<file path="config.mk">
export PLATFORM = sky130hd
export DESIGN_NAME = instruction_parser
export DESIGN_NICKNAME = d
export VERILOG_FILES = /design/src/rtl/instruction_parser.sv
export SDC_FILE = /design/constraint.sdc
export NUM_CORES = 1
export LEC_CHECK = 0
export ABC_AREA = 0
export BUFFER_PORTS_ARGS = -buffer_cell sky130_fd_sc_hd__buf_2
export CAP_MARGIN = 20
export CORE_MARGIN = 2
export CORE_UTILIZATION = 40
export CTS_CLUSTER_SIZE = 24
export DETAILED_ROUTE_END_ITERATION = 16
export SLEW_MARGIN = 0
export SYNTH_ARGS = -nofsm -noshare
export SYNTH_HDL_FRONTEND = slang
export SYNTH_SLANG_ARGS = --single-unit
</file>
<file path="constraint.sdc">
create_clock -name clk -period 8.49 [get_ports clk]
set_input_delay 2.547 -clock clk [delete_from_list [all_inputs] [get_ports clk]]
set_output_delay 2.547 -clock clk [all_outputs]
set_load 0.005 [all_outputs]
</file>
<file path="src/rtl/instruction_parser.sv">
`default_nettype none
// ============================================================================
// Module   : instruction_parser
// Purpose  : Streaming ASCII line parser for "turn on / turn off / toggle
//            r0,c0 through r1,c1" puzzle text. Each accepted line becomes one
//            packed instruction word: {op, start_row, start_col, end_row,
//            end_col}.
//            A valid line is held in a one-deep stage. It moves to the output
//            when the next valid line completes, or with instr_last=1 when the
//            input ends.
// Ports    : clk            - sole clock, rising edge
//            reset          - asynchronous, active-high
//            inbound_*      - byte stream (valid/ready/data/last)
//            instr_*        - instruction stream (valid/ready/data/last)
//            parse_done     - sticky completion flag
//            malformed_count- (PARSER_MALFORMED_COUNT_EN only) saturating
//                             count of dropped non-blank lines
// Config   : define PARSER_MALFORMED_COUNT_EN to add malformed_count
// Revision : 1.0 - initial release
// ============================================================================
module instruction_parser #(
  parameter int INSTRUCTION_WIDTH = 50
) (
  input  logic                         clk,
  input  logic                         reset,
  input  logic                         inbound_valid,
  output logic                         inbound_ready,
  input  logic [7:0]                   inbound_data,
  input  logic                         inbound_last,
  output logic                         instr_valid,
  input  logic                         instr_ready,
  output logic [INSTRUCTION_WIDTH-1:0] instr_data,
  output logic                         instr_last,
`ifdef PARSER_MALFORMED_COUNT_EN
  output logic [15:0]                  malformed_count,
`endif
  output logic                         parse_done
);

  typedef enum logic [2:0] {
    SM_LINE_START = 3'd0,
    SM_OP_SCAN    = 3'd1,
    SM_NUMBERS    = 3'd2,
    SM_LINE_END   = 3'd3,
    SM_PUSH       = 3'd4,
    SM_FLUSH      = 3'd5,
    SM_FINISHED   = 3'd6
  } state_t;

  localparam logic [7:0] c_ascii_lf  = 8'h0A;
  localparam logic [7:0] c_ascii_cr  = 8'h0D;
  localparam logic [7:0] c_ascii_tab = 8'h09;
  localparam logic [7:0] c_ascii_sp  = 8'h20;
  localparam logic [7:0] c_ascii_0   = 8'h30;
  localparam logic [7:0] c_ascii_9   = 8'h39;
  localparam logic [7:0] c_ascii_o   = 8'h6F;
  localparam logic [7:0] c_ascii_g   = 8'h67;
  localparam logic [7:0] c_ascii_n   = 8'h6E;
  localparam logic [7:0] c_ascii_f   = 8'h66;

  localparam logic [1:0] c_op_turn_off = 2'b00;
  localparam logic [1:0] c_op_toggle   = 2'b01;
  localparam logic [1:0] c_op_turn_on  = 2'b11;

  // Run counter saturates one past the last stored field so that a fifth
  // or later run never maps onto a field slot.
  localparam logic [2:0] c_run_sat = 3'd5;

  // --------------------------------------------------------------------------
  // State
  // --------------------------------------------------------------------------
  state_t      state_q, state_d;
  logic        inbound_ready_q, inbound_ready_d;
  logic        instr_valid_q, instr_valid_d;
  logic        instr_last_q, instr_last_d;
  logic [49:0] instr_word_q, instr_word_d;
  logic        parse_done_q, parse_done_d;
  logic [49:0] stage_q, stage_d;
  logic        stage_full_q, stage_full_d;

  // Per-line parse context
  logic        seen_o_q, seen_o_d;
  logic        op_decided_q, op_decided_d;
  logic        op_valid_q, op_valid_d;
  logic [1:0]  op_q, op_d;
  logic        nonblank_q, nonblank_d;
  logic        in_run_q, in_run_d;
  logic [2:0]  run_cnt_q, run_cnt_d;
  logic [11:0] acc_q, acc_d;
  logic [47:0] fields_q, fields_d;
  logic        last_q, last_d;

  // --------------------------------------------------------------------------
  // Byte classification and helpers
  // --------------------------------------------------------------------------
  logic        w_is_digit;
  logic        w_is_space;
  logic        w_is_term;
  logic        w_byte_state;
  logic        w_accept;
  logic [11:0] w_acc_next;
  logic        w_line_valid;
  logic [49:0] w_line_word;
  logic [2:0]  w_run_idx;

  assign w_is_digit = (inbound_data >= c_ascii_0) && (inbound_data <= c_ascii_9);
  assign w_is_space = (inbound_data == c_ascii_sp)  || (inbound_data == c_ascii_tab) ||
                      (inbound_data == c_ascii_cr)  || (inbound_data == c_ascii_lf);
  // A flagged final byte closes its line as though a newline followed it.
  assign w_is_term  = (inbound_data == c_ascii_lf) || inbound_last;

  assign w_byte_state = (state_q == SM_LINE_START) || (state_q == SM_OP_SCAN) ||
                        (state_q == SM_NUMBERS);
  assign w_accept     = inbound_valid && inbound_ready_q && w_byte_state;

  // acc*10 + digit, naturally truncated to 12 bits (modulo 4096).
  assign w_acc_next = in_run_q ?
                      ((acc_q << 3) + (acc_q << 1) + {8'd0, inbound_data[3:0]}) :
                      {8'd0, inbound_data[3:0]};

  assign w_line_valid = op_valid_q && (run_cnt_q >= 3'd4);
  assign w_line_word  = {op_q, fields_q};

  // --------------------------------------------------------------------------
  // Next-state / output logic
  // --------------------------------------------------------------------------
  always_comb begin
    state_d         = state_q;
    inbound_ready_d = inbound_ready_q;
    instr_valid_d   = instr_valid_q;
    instr_last_d    = instr_last_q;
    instr_word_d    = instr_word_q;
    parse_done_d    = parse_done_q;
    stage_d         = stage_q;
    stage_full_d    = stage_full_q;
    seen_o_d        = seen_o_q;
    op_decided_d    = op_decided_q;
    op_valid_d      = op_valid_q;
    op_d            = op_q;
    nonblank_d      = nonblank_q;
    in_run_d        = in_run_q;
    run_cnt_d       = run_cnt_q;
    acc_d           = acc_q;
    fields_d        = fields_q;
    last_d          = last_q;
    w_run_idx       = 3'd0;

    // Output handshake completes independently of the parse state.
    if (instr_valid_q && instr_ready) begin
      instr_valid_d = 1'b0;
    end

    case (state_q)
      SM_LINE_START, SM_OP_SCAN, SM_NUMBERS: begin
        if (w_accept) begin
          if (!w_is_space) begin
            nonblank_d = 1'b1;
          end

          // Only the byte directly after the first 'o' selects the op.
          if (!op_decided_q) begin
            if (seen_o_q) begin
              op_decided_d = 1'b1;
              case (inbound_data)
                c_ascii_g: begin op_d = c_op_toggle;   op_valid_d = 1'b1; end
                c_ascii_n: begin op_d = c_op_turn_on;  op_valid_d = 1'b1; end
                c_ascii_f: begin op_d = c_op_turn_off; op_valid_d = 1'b1; end
                default:   ;
              endcase
            end else if (inbound_data == c_ascii_o) begin
              seen_o_d = 1'b1;
            end
          end

          in_run_d = w_is_digit;
          if (w_is_digit) begin
            acc_d = w_acc_next;
            if (!in_run_q && (run_cnt_q != c_run_sat)) begin
              run_cnt_d = run_cnt_q + 3'd1;
            end
            // The field is updated on every digit so it always holds the
            // running value of the current run.
            w_run_idx = run_cnt_d - 3'd1;
            case (w_run_idx)
              3'd0:    fields_d[47:36] = w_acc_next;
              3'd1:    fields_d[35:24] = w_acc_next;
              3'd2:    fields_d[23:12] = w_acc_next;
              3'd3:    fields_d[11:0]  = w_acc_next;
              default: ;
            endcase
          end

          if (w_is_term) begin
            last_d  = inbound_last;
            state_d = SM_LINE_END;
          end else if (op_decided_d) begin
            state_d = SM_NUMBERS;
          end else if (nonblank_d) begin
            state_d = SM_OP_SCAN;
          end
        end
      end

      SM_LINE_END: begin
        // Op and fields are left intact: SM_PUSH still needs this line's word.
        seen_o_d     = 1'b0;
        op_decided_d = 1'b0;
        op_valid_d   = 1'b0;
        nonblank_d   = 1'b0;
        in_run_d     = 1'b0;
        run_cnt_d    = 3'd0;
        if (w_line_valid) begin
          if (stage_full_q) begin
            state_d = SM_PUSH;
          end else begin
            stage_d      = w_line_word;
            stage_full_d = 1'b1;
            state_d      = last_q ? SM_FLUSH : SM_LINE_START;
          end
        end else if (last_q) begin
          state_d = stage_full_q ? SM_FLUSH : SM_FINISHED;
        end else begin
          state_d = SM_LINE_START;
        end
      end

      SM_PUSH: begin
        if (!instr_valid_q) begin
          instr_word_d  = stage_q;
          instr_last_d  = 1'b0;
          instr_valid_d = 1'b1;
          stage_d       = w_line_word;
          state_d       = last_q ? SM_FLUSH : SM_LINE_START;
        end
      end

      SM_FLUSH: begin
        if (!instr_valid_q) begin
          instr_word_d  = stage_q;
          instr_last_d  = 1'b1;
          instr_valid_d = 1'b1;
          stage_full_d  = 1'b0;
          state_d       = SM_FINISHED;
        end
      end

      SM_FINISHED: ;

      default: state_d = SM_LINE_START;
    endcase

    inbound_ready_d = !instr_valid_d &&
                      ((state_d == SM_LINE_START) || (state_d == SM_OP_SCAN) ||
                       (state_d == SM_NUMBERS));

    // Done once nothing remains to deliver after the input has ended.
    if ((state_d == SM_FINISHED) && !instr_valid_d) begin
      parse_done_d = 1'b1;
    end
  end

  // --------------------------------------------------------------------------
  // Registers
  // --------------------------------------------------------------------------
  always_ff @(posedge clk or posedge reset) begin
    if (reset) begin
      state_q         <= SM_LINE_START;
      inbound_ready_q <= 1'b0;
      instr_valid_q   <= 1'b0;
      instr_last_q    <= 1'b0;
      instr_word_q    <= 50'd0;
      parse_done_q    <= 1'b0;
      stage_q         <= 50'd0;
      stage_full_q    <= 1'b0;
      seen_o_q        <= 1'b0;
      op_decided_q    <= 1'b0;
      op_valid_q      <= 1'b0;
      op_q            <= 2'b00;
      nonblank_q      <= 1'b0;
      in_run_q        <= 1'b0;
      run_cnt_q       <= 3'd0;
      acc_q           <= 12'd0;
      fields_q        <= 48'd0;
      last_q          <= 1'b0;
    end else begin
      state_q         <= state_d;
      inbound_ready_q <= inbound_ready_d;
      instr_valid_q   <= instr_valid_d;
      instr_last_q    <= instr_last_d;
      instr_word_q    <= instr_word_d;
      parse_done_q    <= parse_done_d;
      stage_q         <= stage_d;
      stage_full_q    <= stage_full_d;
      seen_o_q        <= seen_o_d;
      op_decided_q    <= op_decided_d;
      op_valid_q      <= op_valid_d;
      op_q            <= op_d;
      nonblank_q      <= nonblank_d;
      in_run_q        <= in_run_d;
      run_cnt_q       <= run_cnt_d;
      acc_q           <= acc_d;
      fields_q        <= fields_d;
      last_q          <= last_d;
    end
  end

`ifdef PARSER_MALFORMED_COUNT_EN
  // Blank lines never count; only non-blank lines that fail validation do.
  logic [15:0] malformed_count_q, malformed_count_d;
  logic        w_line_malformed;

  assign w_line_malformed = (state_q == SM_LINE_END) && !w_line_valid && nonblank_q;

  always_comb begin
    malformed_count_d = malformed_count_q;
    if (w_line_malformed && (malformed_count_q != 16'hFFFF)) begin
      malformed_count_d = malformed_count_q + 16'd1;
    end
  end

  always_ff @(posedge clk or posedge reset) begin
    if (reset) begin
      malformed_count_q <= 16'd0;
    end else begin
      malformed_count_q <= malformed_count_d;
    end
  end

  assign malformed_count = malformed_count_q;
`endif

  // --------------------------------------------------------------------------
  // Outputs
  // --------------------------------------------------------------------------
  assign inbound_ready = inbound_ready_q;
  assign instr_valid   = instr_valid_q;
  assign instr_last    = instr_last_q;
  assign parse_done    = parse_done_q;

  generate
    if (INSTRUCTION_WIDTH > 50) begin : g_pad
      assign instr_data = {{(INSTRUCTION_WIDTH-50){1'b0}}, instr_word_q};
    end else begin : g_exact
      assign instr_data = instr_word_q;
    end
  endgenerate

endmodule
`default_nettype wire
</file>
Word-level counts from Yosys, hierarchy flattened
Cells that the tools add are included.
{"block": "totals", "latch_bits": 0, "elab_cells": 160, "input_bits": 13, "mem_bits_rw": 0, "n_memories": 0, "romBits": 0, "ff_bits": 178, "output_inout_bits": 54}
{"block": "classes", "shifts": 0, "div": 0, "muxes": 56, "n_addsub": 4, "magnitude_cmp": 3, "reduce_logical": 44, "n_eq_ne": 30, "bitwise": 2, "multipliers": 0}
{"operator": "$mux W50", "n": 3}
{"operator": "$pmux W50 S2", "n": 1}
{"operator": "$mux W3", "n": 16}
{"operator": "$eq A8 B7 Y1 const B", "n": 4}
{"operator": "$eq A8 B4 Y1 const B", "n": 3}
{"operator": "$mux W1", "n": 24}
{"operator": "$reduce_and A4 Y1", "n": 5}
{"operator": "$ne A2 B2 Y1 const B", "n": 9}
{"operator": "$reduce_and A3 Y1", "n": 6}
{"operator": "$eq A3 B2 Y1 const B", "n": 5}
{"operator": "$pmux W3 S5", "n": 1}
{"operator": "$pmux W1 S2", "n": 7}
{"operator": "$add A12 B12 Y12", "n": 1}
{"operator": "$add A12 B4 Y12", "n": 1}
{"operator": "$eq A3 B3 Y1 const B", "n": 4}
{"operator": "$mux W12", "n": 1}
{"operator": "$reduce_and A5 Y1", "n": 2}
{"operator": "$eq A3 B1 Y1 const B", "n": 3}
{"operator": "$logic_not A3 Y1", "n": 3}
{"operator": "$eq A8 B6 Y1 const B", "n": 1}
{"operator": "$ge A8 B6 Y1 const B", "n": 1}
{"operator": "$le A8 B6 Y1 const B", "n": 1}
{"operator": "$logic_and A1 B1 Y1", "n": 8}
{"operator": "$logic_or A1 B1 Y1", "n": 8}
{"operator": "other kinds (14)", "n": 21}

Longest topological paths before layout
{"block": "logic_depth", "word_depth": 16, "depth_mapped": 10, "depth_no_buf": 9}

Least setup slack after synthesis
Ideal clock, no wire load.
{"block": "synth_timing", "path_kind": "input -> register", "start": "in inbound_data[3]", "end": "reg acc_q[10]", "path_stages": 7, "required_time_ns": 8.355, "t_arrival_ns": 4.566, "setup_slack_ns": 3.789, "setup_time_ns": 0.135, "path_buffers": 0, "cell_sequence": "fa_1 -> fa_1 -> a211oi_1 -> o21ai_0 -> a31oi_1 -> xor2_1 -> o21ai_0"}
{"block": "synth_via", "elab_chain_cells": 3, "word_cells_on_any_way": 6, "classes_between": "add/sub: 1; order compare: 2; mux: 1; reduce/logical: 2"}
{"item": "start, declared", "line_no": "28", "rtl": "input logic [7:0] inbound_data,"}
{"item": "branches (longest 3 deep; another with $add A12 B4 Y12)"}
{"item": "end signal, assigned", "line_no": "282", "rtl": "acc_q <= 12'd0;"}
{"item": "end signal, assigned", "line_no": "301", "rtl": "acc_q <= acc_d;"}
{"item": "end, declared", "line_no": "89", "rtl": "logic [11:0] acc_q, acc_d;"}
Several ways; the timed one is not identified.
A chain may end at the register's enable or synchronous reset.

Worst setup path in the final report
{"block": "layout_timing", "start": "in inbound_data[3]", "end": "reg fields_q[22]"}
{"block": "layout_via", "elab_chain_cells": 3, "word_cells_on_any_way": 6, "classes_between": "add/sub: 1; order compare: 2; mux: 1; reduce/logical: 2"}
{"item": "$ge A8 B6 Y1 / $le A8 B6 Y1 (equally long branches)", "line_no": "106", "rtl": "assign w_is_digit = (inbound_data >= c_ascii_0) && (inbound_data <= c_ascii_9);"}
{"item": "$logic_and A1 B1 Y1", "line_no": "106"}
{"item": "$reduce_and A4 Y1 (no source line)"}
{"item": "end signal, assigned", "line_no": "302", "rtl": "fields_q <= fields_d;"}
{"item": "end, declared", "line_no": "90", "rtl": "logic [47:0] fields_q, fields_d;"}
Several ways; a longest one is shown, not always the timed one.

==> qor.yml <==
finish:
  final_cell_mix: "nand2_1 (203), dfrtp_1 (178), buf_2 (66)"
  stdcell_count: 1011
  drive_gt1_share_pct: 22.3
  stdcell_area_um2: 8770
  num_antenna_cells: 0
  nets: 800
  area.growth.synth_to_final_pct: 16.1
  final_common_cell: "nand2_1"
worst_setup_path:
  reg2reg_from: "in_run_q"
  cpMostUsedCell: "fa_1"
  rr_worst_depth: 7
  crit_type: "input port to flip-flop"
  worstSetupStartpointType: "input port"
  worst_r2r_endpoint: "fields_q[22]"
  arrival_ns: 5.03
  path_delay_family: "adder cells"
  path_buf_inv: 1
  cp-end-kind: "flip-flop"
  cpPeakStageDelay_ns: 0.54
  slowest_stage: "fa_1"
  cp_max_fo: 6
  crit_chain: "buf_2 > fa_1 > fa_1 > a211oi_1 > o21ai_0 > a31oi_1 > xor2_1 > o22ai_1"
  worst-r2r-setup-slack_ns: 5.05
  cp.required_ns: 8.77
clock_tree:
  post_cts_buffers: 0
  numCtsBuffers: 17
  cts_resized: 0
  holdBufCountCts: 0
  cts-root-buf: "clkbuf_16"
  h-tree-depth: 4
  insertion_delay_ns: 0.44
  cts.sink_count: 178
  clk_path_buf_depth: 2
  cts_tree: "yes"
  clk_pin_slew_ns: 0.07
timing:
  rsz0062_at_grt: "no"
  layout_min_cycle_time_ns: 4.75
  relSlewSlack_pct: 32.2
  hold_slack_ns: 0.459
  hold_violations: 0
  max_clock_freq_ghz: 0.211
  tns_ns: 0
  fin_skew_ns: 0.0173
  final-setup-viol-count: 0
  max_slew.worst_pin.slew_ns: 1.02
  drv_slew: 0
  finalCritPeriodShare_pct: 55.9
yosys:
  synth_flop_cell: "dfrtp_1"
  synth_top_area_cell: "dfrtp_1"
  ys_async_sr_fraction_pct: 100
  synth_edf_count: 0
  synth_area_leaders: "dfrtp_1 (59%), nand2_1 (10%), mux2_2 (8.0%)"
  syn-instance-count: 701
  synth_top_area_share_pct: 58.9
  syn_area_um2: 7560
  yosysUniqueCellTypes: 53
  ys_seq_area_share_pct: 58.9
  ys_ff_latch: 178
  synth_fp_nets: 737
  yosysWarningCount: 0
  avgSynthCellArea_um2: 10.8
floorplanning:
  fp.dieW_um: 141
  std_cell_rows: 50
  ios: 67
  start_util_pct: 40.6
  fp.coreArea_um2: 18600
  die_area_um2: 20000
  chipHeight_um: 141
place:
  hpwlAfterDp_mm: 10.7
  placed_area_um2: 8100
  dp.cells: 977
  gp_congestion: 0.891
  port_buffers: 66
grt:
  track_usage_pct: 17.3
  antenna_found_initial: 0
  grt_pass1_vias: 5357
  overflow: 0
  grt_max_degree: 109
  grt_pass1_wl_mm: 27.2
worst_hold_path:
  hold_path.class: "flip-flop to flip-flop"
  hold_depth: 2
  min_to: "instr_data[0]"
  min_from: "stage_q[0]"
power:
  power.density_nw_per_um2: 279
  p_leak_nw: 4.61
  vdd_ir_drop_max_mv: 0.150
route:
  antenna_left: 0
  drt-pass1-iter-count: 4
  drt_iter0_markers: 212
  route.detailed.drc: 0
  vias: 5178
  drt_wl_total_mm: 16.1
  avgRoutedWirePerCell_um: 15.9
  vias_per_cell: 5.12
flow_run:
  maxCapViolations: 0
run_status:
  outcome: "finished, final reports clean"
==> worst register-to-register path, stage by stage (launching register included) <==
cell,delay [ns]
dfrtp_1,0.75
a21oi_1,0.21
xnor2_1,0.53
and2_1,0.21
ha_1,0.31
nor4_4,0.86
nand2_1,0.29
o22ai_1,0.21
==> through the flow <==
step	power (mW)	utilization, %	setup slack [ns]
4_1_cts	2.47	46.8	3.78
3_5_place_dp	1.64	43.4	3.33
6_report	2.45	47.1	3.74
3_3_place_gp	1.62	43.4	3.35
5_1_grt	2.60	47.1	3.54
2_1_floorplan	1.46	-	1.11
==> state kept, by name, summed over array words and instances (netlist names) <==
signal and cells:
in_run_q 1, instr_last 1, inbound_ready 1, stage_q 50, state_q 3, instr_valid 1
nonblank_q 1, stage_full_q 1, op_valid_q 1, last_q 1, acc_q 11, parse_done 1
op_q 2, run_cnt_q 3, op_decided_q 1, seen_o_q 1, fields_q 48, instr_data 50
==> routing by layer <==
layer  vias to the layer above  routed length, um  track usage, %
met3                        13                545            4.49
met4                         0                220            5.63
met2                        71               8030            29.2
li1                       2501                  -               -
met1                      2593               7300            21.9
met5                         -                  0               0
==> Yosys cell counts (3+ instances only) <==
| cell type | n |
|---|---|
| xnor2_1 | 3 |
| nand3_1 | 4 |
| nor2b_1 | 3 |
| a21oi_1 | 26 |
| nor2_1 | 24 |
| nand2b_1 | 3 |
| nor4_1 | 3 |
| a2bb2oi_1 | 3 |
| dfrtp_1 | 178 |
| mux2i_1 | 3 |
| nand2_1 | 204 |
| o21ai_0 | 45 |
| clkbuf_1 | 18 |
| nor3_1 | 4 |
| xor2_1 | 7 |
| ha_1 | 21 |
| a21o_1 | 4 |
| a211oi_1 | 4 |
| buf_2 | 4 |
| o21bai_1 | 3 |
| mux2_2 | 54 |
| inv_1 | 21 |
| nand4_1 | 3 |
| o22ai_1 | 17 |
| and2_1 | 3 |
==> cells by family after synthesis <==
family                     count (synthesis)  share of synthesized area [%]
adders and majority gates                 23                           4.01
xor gates and xnor gates                  10                           1.16
AOI/OAI and AO/OA                        117                           9.38
DFF                                      178                           58.9
buffers and inverters                     48                           2.70
muxes                                     57                           8.44
and+or+nand+nor                          268                           15.4
==> worst max-delay path by stage <==
stage                     from      endpoint  slack, ns  cells after the start
2_1_floorplan            reset      acc_q[0]       1.11                      1
3_3_place_gp   inbound_data[3]     acc_q[10]       3.35                      8
3_5_place_dp   inbound_data[3]     acc_q[10]       3.33                      8
4_1_cts        inbound_data[3]  fields_q[22]       3.78                      8
5_1_grt        inbound_data[3]     acc_q[10]       3.54                      8
6_report       inbound_data[3]  fields_q[22]       3.74                      8
==> cell type report <==
cell class	instances	area, um2
clock buffer	20	467
sequential	178	4450
multi-input combinational	475	2920
clock inverter	12	153
tap	234	293
inverter	21	83.8
fill	1735	9870
timing repair buffer	71	408
==> where the power goes <==
part	switching [mW]	internal, mW	total [mW]
Sequential	0.0928	0.990	1.08
Combinational	0.337	0.214	0.551
Clock	0.326	0.487	0.814
Total	0.756	1.69	2.45
No activity file was read; power rests on OpenSTA's default activity.
